File: config.mk
export PLATFORM = sky130hd
export DESIGN_NAME = if_id_stage_flat
export DESIGN_NICKNAME = d
export VERILOG_FILES = /design/src/rtl/if_id_stage_if.sv /design/src/rtl/if_id_stage.sv /design/src/flat_wrapper.sv
export SDC_FILE = /design/constraint.sdc
export NUM_CORES = 1
export LEC_CHECK = 0
export ABC_AREA = 1
export ABC_CLOCK_PERIOD_IN_PS = 5410
export CAP_MARGIN = 20
export CORE_MARGIN = 10
export CORE_UTILIZATION = 40
export CTS_BUF_LIST = sky130_fd_sc_hd__clkbuf_4 sky130_fd_sc_hd__clkbuf_8 sky130_fd_sc_hd__clkbuf_16
export DETAILED_ROUTE_END_ITERATION = 12
export PLACE_DENSITY = 0.67
export RECOVER_POWER = 50
export REMOVE_ABC_BUFFERS = 1
export SLEW_MARGIN = 20
export SYNTH_ARGS = -nofsm -noshare
export SYNTH_HDL_FRONTEND = slang
export SYNTH_SLANG_ARGS = --single-unit
export TNS_END_PERCENT = 10
File: constraint.sdc
create_clock -name clk -period 5.41 [get_ports clk]
set_input_delay 1.623 -clock clk [delete_from_list [all_inputs] [get_ports clk]]
set_output_delay 1.623 -clock clk [all_outputs]
set_load 0.05 [all_outputs]
File: src/rtl/if_id_stage_if.sv
`default_nettype none
// +----------------------------------------------------------------------------+
// | if_id_stage_if : instruction-memory request/acknowledge bus                |
// | Rev 1.0                                                                    |
// +----------------------------------------------------------------------------+
interface if_id_stage_if #(
    parameter int N = 64
) ();
    logic         imem_req;
    logic [N-1:0] imem_addr;
    logic         imem_ack;
    logic [31:0]  imem_rdata;

    modport master (
        output imem_req,
        output imem_addr,
        input  imem_ack,
        input  imem_rdata
    );

    modport slave (
        input  imem_req,
        input  imem_addr,
        output imem_ack,
        output imem_rdata
    );
endinterface
`default_nettype wire

File: src/rtl/if_id_stage.sv
`default_nettype none
// +----------------------------------------------------------------------------+
// | if_id_stage : LEGv8 fetch stage with IF/ID register, skid and redirect     |
// | Optional load-use stall: define IF_ID_LOAD_USE_STALL_EN.  Rev 1.0          |
// +----------------------------------------------------------------------------+
module if_id_stage #(
    parameter int           N        = 64,
    parameter logic [N-1:0] RESET_PC = '0
) (
    input  wire              clk,
    input  wire              reset,
    if_id_stage_if.master    imem,
    input  wire              stall_D,
    input  wire              PCSrc_M,
    input  wire  [N-1:0]     PCBranch_M,
    input  wire              MemRead_E,
    input  wire  [4:0]       rd_E,
    output logic [31:0]      instr_D,
    output logic [N-1:0]     pc_D,
    output logic             valid_D,
    output logic [10:0]      Op_D,
    output logic             ld_stall
);

    typedef enum logic [1:0] {
        S_IDLE = 2'd0,
        S_REQ  = 2'd1,
        S_HOLD = 2'd2,
        S_DROP = 2'd3
    } state_t;

    state_t       r_state;
    logic         r_req;
    logic [N-1:0] r_fa;
    logic [N-1:0] r_pc;
    logic [31:0]  r_instr;
    logic [N-1:0] r_pc_D;
    logic         r_valid;
    logic [31:0]  r_skid_instr;
    logic [N-1:0] r_skid_pc;

    logic         w_stall;
    logic [N-1:0] w_fa_inc;

    assign w_stall  = stall_D | ld_stall;
    assign w_fa_inc = r_fa + N'(4);

`ifdef IF_ID_LOAD_USE_STALL_EN
    // Conservative: every register field is compared, whatever the format.
    assign ld_stall = MemRead_E & r_valid & (rd_E != 5'd31) &
                      ((rd_E == r_instr[9:5])  |
                       (rd_E == r_instr[20:16]) |
                       (rd_E == r_instr[4:0]));
`else
    logic w_unused_ex;
    assign w_unused_ex = ^{MemRead_E, rd_E};
    assign ld_stall    = 1'b0;
`endif

    always_ff @(posedge clk or negedge reset) begin
        if (!reset) begin
            r_state      <= S_IDLE;
            r_req        <= 1'b0;
            r_fa         <= RESET_PC;
            r_pc         <= RESET_PC;
            r_instr      <= '0;
            r_pc_D       <= '0;
            r_valid      <= 1'b0;
            r_skid_instr <= '0;
            r_skid_pc    <= '0;
        end else begin
            case (r_state)
                S_IDLE: begin
                    r_state <= S_REQ;
                    r_req   <= 1'b1;
                    r_fa    <= r_pc;
                end
                S_REQ: begin
                    if (PCSrc_M) begin
                        r_valid <= 1'b0;
                        r_instr <= '0;
                        r_pc    <= PCBranch_M;
                        if (imem.imem_ack) begin
                            r_fa <= PCBranch_M;
                        end else begin
                            r_state <= S_DROP;
                        end
                    end else if (imem.imem_ack) begin
                        r_pc <= w_fa_inc;
                        if (!w_stall) begin
                            r_instr <= imem.imem_rdata;
                            r_pc_D  <= r_fa;
                            r_valid <= 1'b1;
                            r_fa    <= w_fa_inc;
                        end else begin
                            r_skid_instr <= imem.imem_rdata;
                            r_skid_pc    <= r_fa;
                            r_state      <= S_HOLD;
                            r_req        <= 1'b0;
                        end
                    end else if (!w_stall) begin
                        r_valid <= 1'b0;
                        r_instr <= '0;
                    end
                end
                S_HOLD: begin
                    if (PCSrc_M) begin
                        r_valid <= 1'b0;
                        r_instr <= '0;
                        r_pc    <= PCBranch_M;
                        r_fa    <= PCBranch_M;
                        r_state <= S_REQ;
                        r_req   <= 1'b1;
                    end else if (!w_stall) begin
                        r_instr <= r_skid_instr;
                        r_pc_D  <= r_skid_pc;
                        r_valid <= 1'b1;
                        r_fa    <= r_pc;
                        r_state <= S_REQ;
                        r_req   <= 1'b1;
                    end
                end
                S_DROP: begin
                    // Stale response is thrown away; a late redirect only moves pc.
                    if (!w_stall) begin
                        r_valid <= 1'b0;
                        r_instr <= '0;
                    end
                    if (PCSrc_M) begin
                        r_pc <= PCBranch_M;
                    end
                    if (imem.imem_ack) begin
                        r_state <= S_REQ;
                        r_fa    <= PCSrc_M ? PCBranch_M : r_pc;
                    end
                end
                default: begin
                    r_state <= S_IDLE;
                    r_req   <= 1'b0;
                end
            endcase
        end
    end

    assign imem.imem_req  = r_req;
    assign imem.imem_addr = r_fa;
    assign instr_D        = r_instr;
    assign pc_D           = r_pc_D;
    assign valid_D        = r_valid;
    assign Op_D           = r_instr[31:21];

endmodule
`default_nettype wire
File: src/flat_wrapper.sv
// flat-port wrapper written by rule: the top's interface ports become plain ports
module if_id_stage_flat 
#(
    parameter int           N        = 64,
    parameter logic [N-1:0] RESET_PC = '0
)
  (clk, reset, stall_D, PCSrc_M, PCBranch_M, MemRead_E, rd_E, instr_D, pc_D, valid_D, Op_D, ld_stall, imem_imem_req, imem_imem_addr, imem_imem_ack, imem_imem_rdata);
  if_id_stage_if #(.N(N)) imem_i ();
  input  wire clk;
  input  wire reset;
  input  wire stall_D;
  input  wire PCSrc_M;
  input  wire  [N-1:0] PCBranch_M;
  input  wire MemRead_E;
  input  wire  [4:0] rd_E;
  output logic [31:0] instr_D;
  output logic [N-1:0] pc_D;
  output logic valid_D;
  output logic [10:0] Op_D;
  output logic ld_stall;
  output wire logic [$bits(imem_i.imem_req)-1:0] imem_imem_req;
  output wire logic [$bits(imem_i.imem_addr)-1:0] imem_imem_addr;
  input wire logic [$bits(imem_i.imem_ack)-1:0] imem_imem_ack;
  input wire logic [$bits(imem_i.imem_rdata)-1:0] imem_imem_rdata;
  assign imem_imem_req = imem_i.imem_req;
  assign imem_imem_addr = imem_i.imem_addr;
  assign imem_i.imem_ack = imem_imem_ack;
  assign imem_i.imem_rdata = imem_imem_rdata;
  if_id_stage #(.N(N), .RESET_PC(RESET_PC)) u_core (.clk(clk), .reset(reset), .imem(imem_i), .stall_D(stall_D), .PCSrc_M(PCSrc_M), .PCBranch_M(PCBranch_M), .MemRead_E(MemRead_E), .rd_E(rd_E), .instr_D(instr_D), .pc_D(pc_D), .valid_D(valid_D), .Op_D(Op_D), .ld_stall(ld_stall));
endmodule
# ---- After elaboration in Yosys (flattened, before gate mapping)
# Index checks and enable logic that the tools add are counted.
dict set report classes {
  n_reduce_logical 13
  eq_ne 16
  muxes 45
  addsub 1
  bitwise_logic 1
}
# operator n
set op_table {}
lappend op_table {{64-bit two-way mux} 15}
lappend op_table {{64-bit one-hot mux with 2 select lines} 2}
lappend op_table {{64-bit one-hot mux with 4 select lines} 1}
lappend op_table {{32-bit two-way mux} 6}
lappend op_table {{32-bit one-hot mux with 3 select lines} 1}
lappend op_table {{64-bit by 3-bit adder with 64-bit output (second input constant)} 1}
lappend op_table {{3-bit inequality test (second input constant)} 5}
lappend op_table {{2-bit two-way mux} 7}
lappend op_table {{2-bit inequality test (second input constant)} 7}
lappend op_table {{1-bit two-way mux} 10}
lappend op_table {{5-bit AND reduction} 2}
lappend op_table {{2-bit one-hot mux with 4 select lines} 1}
lappend op_table {{4-bit AND reduction} 2}
lappend op_table {{1-bit one-hot mux with 3 select lines} 2}
lappend op_table {{6-bit AND reduction} 1}
lappend op_table {{3-bit nonzero test} 2}
lappend op_table {{2-bit == test (second input constant)} 2}
lappend op_table {{4-bit inequality test (second input constant)} 1}
lappend op_table {{2-bit nonzero test} 2}
lappend op_table {{3-bit AND reduction} 1}
lappend op_table {{2-bit by 1-bit == test with 1-bit output (second input constant)} 1}
lappend op_table {{2-bit logical NOT} 1}
lappend op_table {{2-bit AND reduction} 1}
lappend op_table {{2-bit OR reduction} 1}
lappend op_table {{1-bit inverter} 1}
dict set report word_totals {
  word_cells 85
  output_inout_bits 174
  reg_bits 324
  in_bits 107
}

# ---- Longest topological paths before layout
dict set report depth {
  word_depth 5
  depth_mapped 14
  mapped_depth_nobuf 13
}

# ---- Least setup slack after synthesis
# Ideal clock, no wire load.
dict set report synth_path {
  kind {input to register}
  from {input port imem_imem_ack}
  to {register u_core.r_instr[10], in the netlist u_core.instr_D[10]}
  path_slack_ns 2.512
  arrival_time_ns 2.764
  required_time_ns 5.275
  path_stages 8
  n_path_buf 2
  setup_time_ns 0.135
  cell_sequence {clkbuf_1 > inv_1 > o21ai_1 > nand2_1 > nand2_1 > a311oi_2 > buf_2 > o22ai_1}
}
dict set report synth_between {
  elab_chain_cells 3
  word_cells_on_any_way 5
  cone_classes {1 x eq/ne; 3 x mux; 1 x reduce/logical}
}
# item line
set synth_lines {}
lappend synth_lines {{from (decl)} flat_wrapper.sv:23} ;# input wire logic [$bits(imem_i.imem_ack)-1:0] imem_imem_ack;
lappend synth_lines {{32-bit two-way mux} if_id_stage.sv:88} ;# end else if (imem.imem_ack) begin
lappend synth_lines {{32-bit two-way mux} if_id_stage.sv:79} ;# if (PCSrc_M) begin
lappend synth_lines {{32-bit one-hot mux with 3 select lines} if_id_stage.sv:72} ;# case (r_state)
lappend synth_lines {{to (signal assigned)} if_id_stage.sv:91} ;# r_instr <= imem.imem_rdata;
lappend synth_lines {{to (signal assigned)} if_id_stage.sv:115} ;# r_instr <= r_skid_instr;
lappend synth_lines {{to (decl)} if_id_stage.sv:36} ;# logic [31:0] r_instr;
# Parallel ways exist; a longest one is shown, timed or not.
# A chain may end at the register's enable or synchronous reset.

# ---- Worst setup path after layout
dict set report layout_path {
  from {input port stall_D}
  to {register u_core.r_fa[32], in the netlist u_core.imem.imem_addr[32]}
}
dict set report layout_between {
  elab_chain_cells 2
  word_cells_on_any_way 3
  cone_classes {2 x eq/ne; 1 x reduce/logical}
}
# item line
set layout_lines {}
lappend layout_lines {{from (decl)} flat_wrapper.sv:11} ;# input wire stall_D;
lappend layout_lines {{3-bit inequality test (no source line)} --}
lappend layout_lines {{4-bit AND reduction (no source line) *} --}
lappend layout_lines {{to (signal assigned)} if_id_stage.sv:76} ;# r_fa <= r_pc;
lappend layout_lines {{to (signal assigned)} if_id_stage.sv:84} ;# r_fa <= PCBranch_M;
lappend layout_lines {{to (signal assigned)} if_id_stage.sv:94} ;# r_fa <= w_fa_inc;
lappend layout_lines {{to (decl)} if_id_stage.sv:34} ;# logic [N-1:0] r_fa;
# Every way passes the cells marked *; elsewhere a longest branch is shown, timed or not.

==> impl_metrics.json <==
{
  "power_uw": 13500,
  "seq_area_frac_synth_pct": 48.5,
  "critical-path-top-delay-family": "buffers and inverters",
  "final_net_count": 2512,
  "ant_nets": 0,
  "half_perimeter_wire_length_of_the_detailed_placement_result_mm": 40.2,
  "place_worst_setup_slack_ps": 1110,
  "fin_crit_share_pct": 80.4,
  "ctsLongestPathBuffers": 3,
  "worst-setup-path-type": "input pin to register",
  "grt_overflow": 0,
  "fmaxAchievable_mhz": 230,
  "power_leakage_uw": 0.00933,
  "hold_path.class": "register to register",
  "post_synth.cell_area_avg_sq_um": 7.57,
  "portBuffers": 273,
  "route.final.wire_length_mm": 58.9,
  "detailroute.via_count": 16200,
  "cp-end-kind": "register",
  "p_per_area_mw_per_mm2": 644,
  "initial_core_util_pct": 40.7,
  "yosys_cell_types": 45,
  "max_slew_margin_pct": -48.2,
  "worstPathBufferInverterCount": 3,
  "num_antenna_cells": 0,
  "placedInstanceArea_sq_mm": 0.0197,
  "netlist_instances": 2207,
  "synth-edff-count": 0,
  "synthesis.yosys.warnings": 0,
  "dieArea_sq_mm": 0.0504,
  "number_of_buffers_inserted_for_hold_repair_after_clock_tree_synthesis": 0,
  "drv.max_cap_violation_count": 2,
  "final_core_util_pct": 51.0,
  "peakVddDrop_v": 0.000378,
  "drt_pre_antenna_iters": 7,
  "final_area_sq_mm": 0.0210,
  "grt_setup_unrepaired": "false",
  "h-tree-depth": 2,
  "arrival_time_at_the_worst_endpoint_ps": 4720,
  "post-route-min-period_ps": 4350,
  "track_usage_pct": 22.8,
  "crit_path_start_kind": "input pin",
  "detail_route.drc_violations": 0,
  "ys_dominant_reg_cell": "sky130_fd_sc_hd__dfrtp_1",
  "clkSlewWorstSetupHoldPaths_ps": 60,
  "gp_congestion": 0.913,
  "clock-root-buffer": "sky130_fd_sc_hd__clkbuf_16",
  "postLayoutSetupSlackWorst_ps": 1060,
  "drt_first_iter_violations": 1906,
  "area_growth_pct": 25.4,
  "floorplan.rows": 74,
  "timing.critical_path.fanout_max": 61,
  "inserted_clock_buffers": 38,
  "timing.critical_path.required_ps": 5780,
  "core-area_sq_mm": 0.0411,
  "path_cells": "dlygate4sd3_1 > inv_1 > nor3_1 > nor2_1 > nand2_2 > clkbuf_2 > a21oi_1 > nand2_1 > o21ai_0",
  "skew_ps": 29.7,
  "first_global_vias": 15700,
  "grt_pass1_wl_mm": 91.7,
  "yosys_register_bits": 324,
  "commonest_non_fill_non_tap_cell_in_the_layout": "sky130_fd_sc_hd__nand2_1",
  "largest_net_degree_at_the_start_of_global_routing": 91,
  "initial_antenna_violation_count": 0,
  "setup_tns_ps": 0,
  "area_of_the_mapped_netlist_sq_mm": 0.0167,
  "layout-drive-gt1-share_pct": 5.22,
  "chipWidth_um": 224,
  "tightest_slew_ps": 2220,
  "layout_common_cells": "sky130_fd_sc_hd__nand2_1 (650), sky130_fd_sc_hd__dfrtp_1 (324), sky130_fd_sc_hd__clkdlybuf4s50_1 (240), sky130_fd_sc_hd__o21ai_0 (220), sky130_fd_sc_hd__nor2_1 (218)",
  "final_max_slew_viol_count": 143,
  "clock_tree_from_tritoncts": "built",
  "numClockSinks": 324,
  "avgViaCountPerCell": 5.45,
  "routed_wire_per_std_cell_um": 19.9,
  "finish_stage_setup_viols": 0,
  "cell_at_the_slowest_stage_of_the_critical_path": "sky130_fd_sc_hd__clkbuf_2",
  "ys_async_sr_fraction_pct": 100,
  "hold_violations": 0,
  "die_h_um": 224,
  "failed_checks": "max-capacitance violations, max-slew violations",
  "outcome": "complete, but fails checks",
  "ioPinCount": 281,
  "cts_setup_buffers": 0,
  "cts.repair.resized": 0,
  "clock_insertion_delay_worst_skew_ps": 540,
  "cp_slowest_stage_delay_ps": 1100
}
-- metal layers --
layer | routed length, um | track usage, % | vias up
li1 | - | - | 7585
met1 | 25100 | 30.6 | 7737
met2 | 27000 | 36.5 | 721
met3 | 5150 | 4.54 | 107
met4 | 1610 | 7.11 | 0
met5 | 0 | 0 | -
-- worst register-to-register path, delay by kind of cell (launching register included) --
family                 cells  cell delay (ps)
buffers and inverters      2             1260
and+or+nand+nor            3             1100
DFF                        1              670
AOI/OAI and AO/OA          3              450
-- path summary, 6_finish.rpt --
check	from	endpoint	slack [ps]	cells after the start
max	stall_D	u_core.imem.imem_addr[32]$_DFFE_PN0P_	1060	9
min reg2reg	u_core.r_skid_instr[5]$_DFFE_PN0P_	u_core.r_skid_instr[5]$_DFFE_PN0P_	480	2
max in group asynchronous	reset	u_core.pc_D[60]$_DFFE_PN0P_	1320	2
min in group asynchronous	reset	u_core.r_skid_instr[18]$_DFFE_PN0P_	1740	1
min	u_core.r_skid_instr[5]$_DFFE_PN0P_	u_core.r_skid_instr[5]$_DFFE_PN0P_	480	2
max reg2reg	u_core.r_state[1]$_DFFE_PN0P_	u_core.imem.imem_addr[32]$_DFFE_PN0P_	1770	8
-- report_power, final --
part           switching, uW  internal, uW
combinational           4260          2000
sequential              1100          3540
clock                   1040          1550
-- sequential cells by signal, summed over array words and instances, names as in the netlist --
| register | cells |
|---|---|
| u_core.imem.imem_addr | 64 |
| u_core.pc_D | 64 |
| u_core.r_pc | 64 |
| u_core.r_skid_pc | 64 |
| u_core.instr_D | 32 |
| u_core.r_skid_instr | 32 |
| u_core.r_state | 2 |
| u_core.imem.imem_req | 1 |
| u_core.valid_D | 1 |
-- kinds of logic (layout without fill, tap and decap cells) --
| kind of cell | after synthesis | after routing | synth area share [%] |
|---|---|---|---|
| AO/OA/AOI/OAI | 510 | 510 | 17.5 |
| buffers and inverters | 350 | 575 | 8.77 |
| flip-flops | 324 | 324 | 48.5 |
| other | 1 | 1 | 0.0224 |
| AND/OR/NAND/NOR | 994 | 994 | 23.7 |
| XOR/XNOR | 27 | 27 | 1.41 |
| adder cells (fa/ha/maj) | 1 | 1 | 0.0748 |
-- per-stage QoR --
| step | instances | hold WS (ps) |
|---|---|---|
| final | 2964 | 482 |
| after global routing | 2964 | 508 |
| after CTS | 2964 | 488 |
| after detailed placement | 2896 | 473 |
| after global placement | 2896 | 465 |
| after floorplan | 2067 | 449 |
-- layout make-up --
cell class,count,area (sq um)
tap,532,666
sequential,324,8110
clock inverter,11,90.1
multi-input combinational,1533,7160
clock buffer,57,1170
timing repair buffer,297,2970
inverter,210,791
fill,3949,20100
-- synthesized netlist by cell type (2+ instances only) --
cell	count	area share (%)
sky130_fd_sc_hd__a21oi_1	67	2.0
sky130_fd_sc_hd__a22o_1	10	0.52
sky130_fd_sc_hd__a22oi_1	5	0.22
sky130_fd_sc_hd__a31oi_1	78	2.9
sky130_fd_sc_hd__and2_1	3	0.11
sky130_fd_sc_hd__buf_1	10	0.22
sky130_fd_sc_hd__buf_2	41	1.2
sky130_fd_sc_hd__buf_4	24	1.1
sky130_fd_sc_hd__clkbuf_1	64	1.4
sky130_fd_sc_hd__clkinv_1	3	0.067
sky130_fd_sc_hd__dfrtp_1	324	49
sky130_fd_sc_hd__inv_1	202	4.5
sky130_fd_sc_hd__inv_2	4	0.090
sky130_fd_sc_hd__nand2_1	651	15
sky130_fd_sc_hd__nand2_2	2	0.075
sky130_fd_sc_hd__nand3_1	82	2.5
sky130_fd_sc_hd__nand4_1	9	0.34
sky130_fd_sc_hd__nor2_1	218	4.9
sky130_fd_sc_hd__nor2_2	7	0.26
sky130_fd_sc_hd__nor2_4	5	0.34
sky130_fd_sc_hd__nor3_1	8	0.24
sky130_fd_sc_hd__o211ai_1	21	0.94
sky130_fd_sc_hd__o21ai_0	219	6.6
sky130_fd_sc_hd__o21ai_1	23	0.69
sky130_fd_sc_hd__o21bai_1	15	0.67
sky130_fd_sc_hd__o221ai_1	7	0.37
sky130_fd_sc_hd__o22ai_1	57	2.1
sky130_fd_sc_hd__or2_2	6	0.22
sky130_fd_sc_hd__xor2_1	26	1.4
No activity file was read; power rests on OpenSTA's default activity.
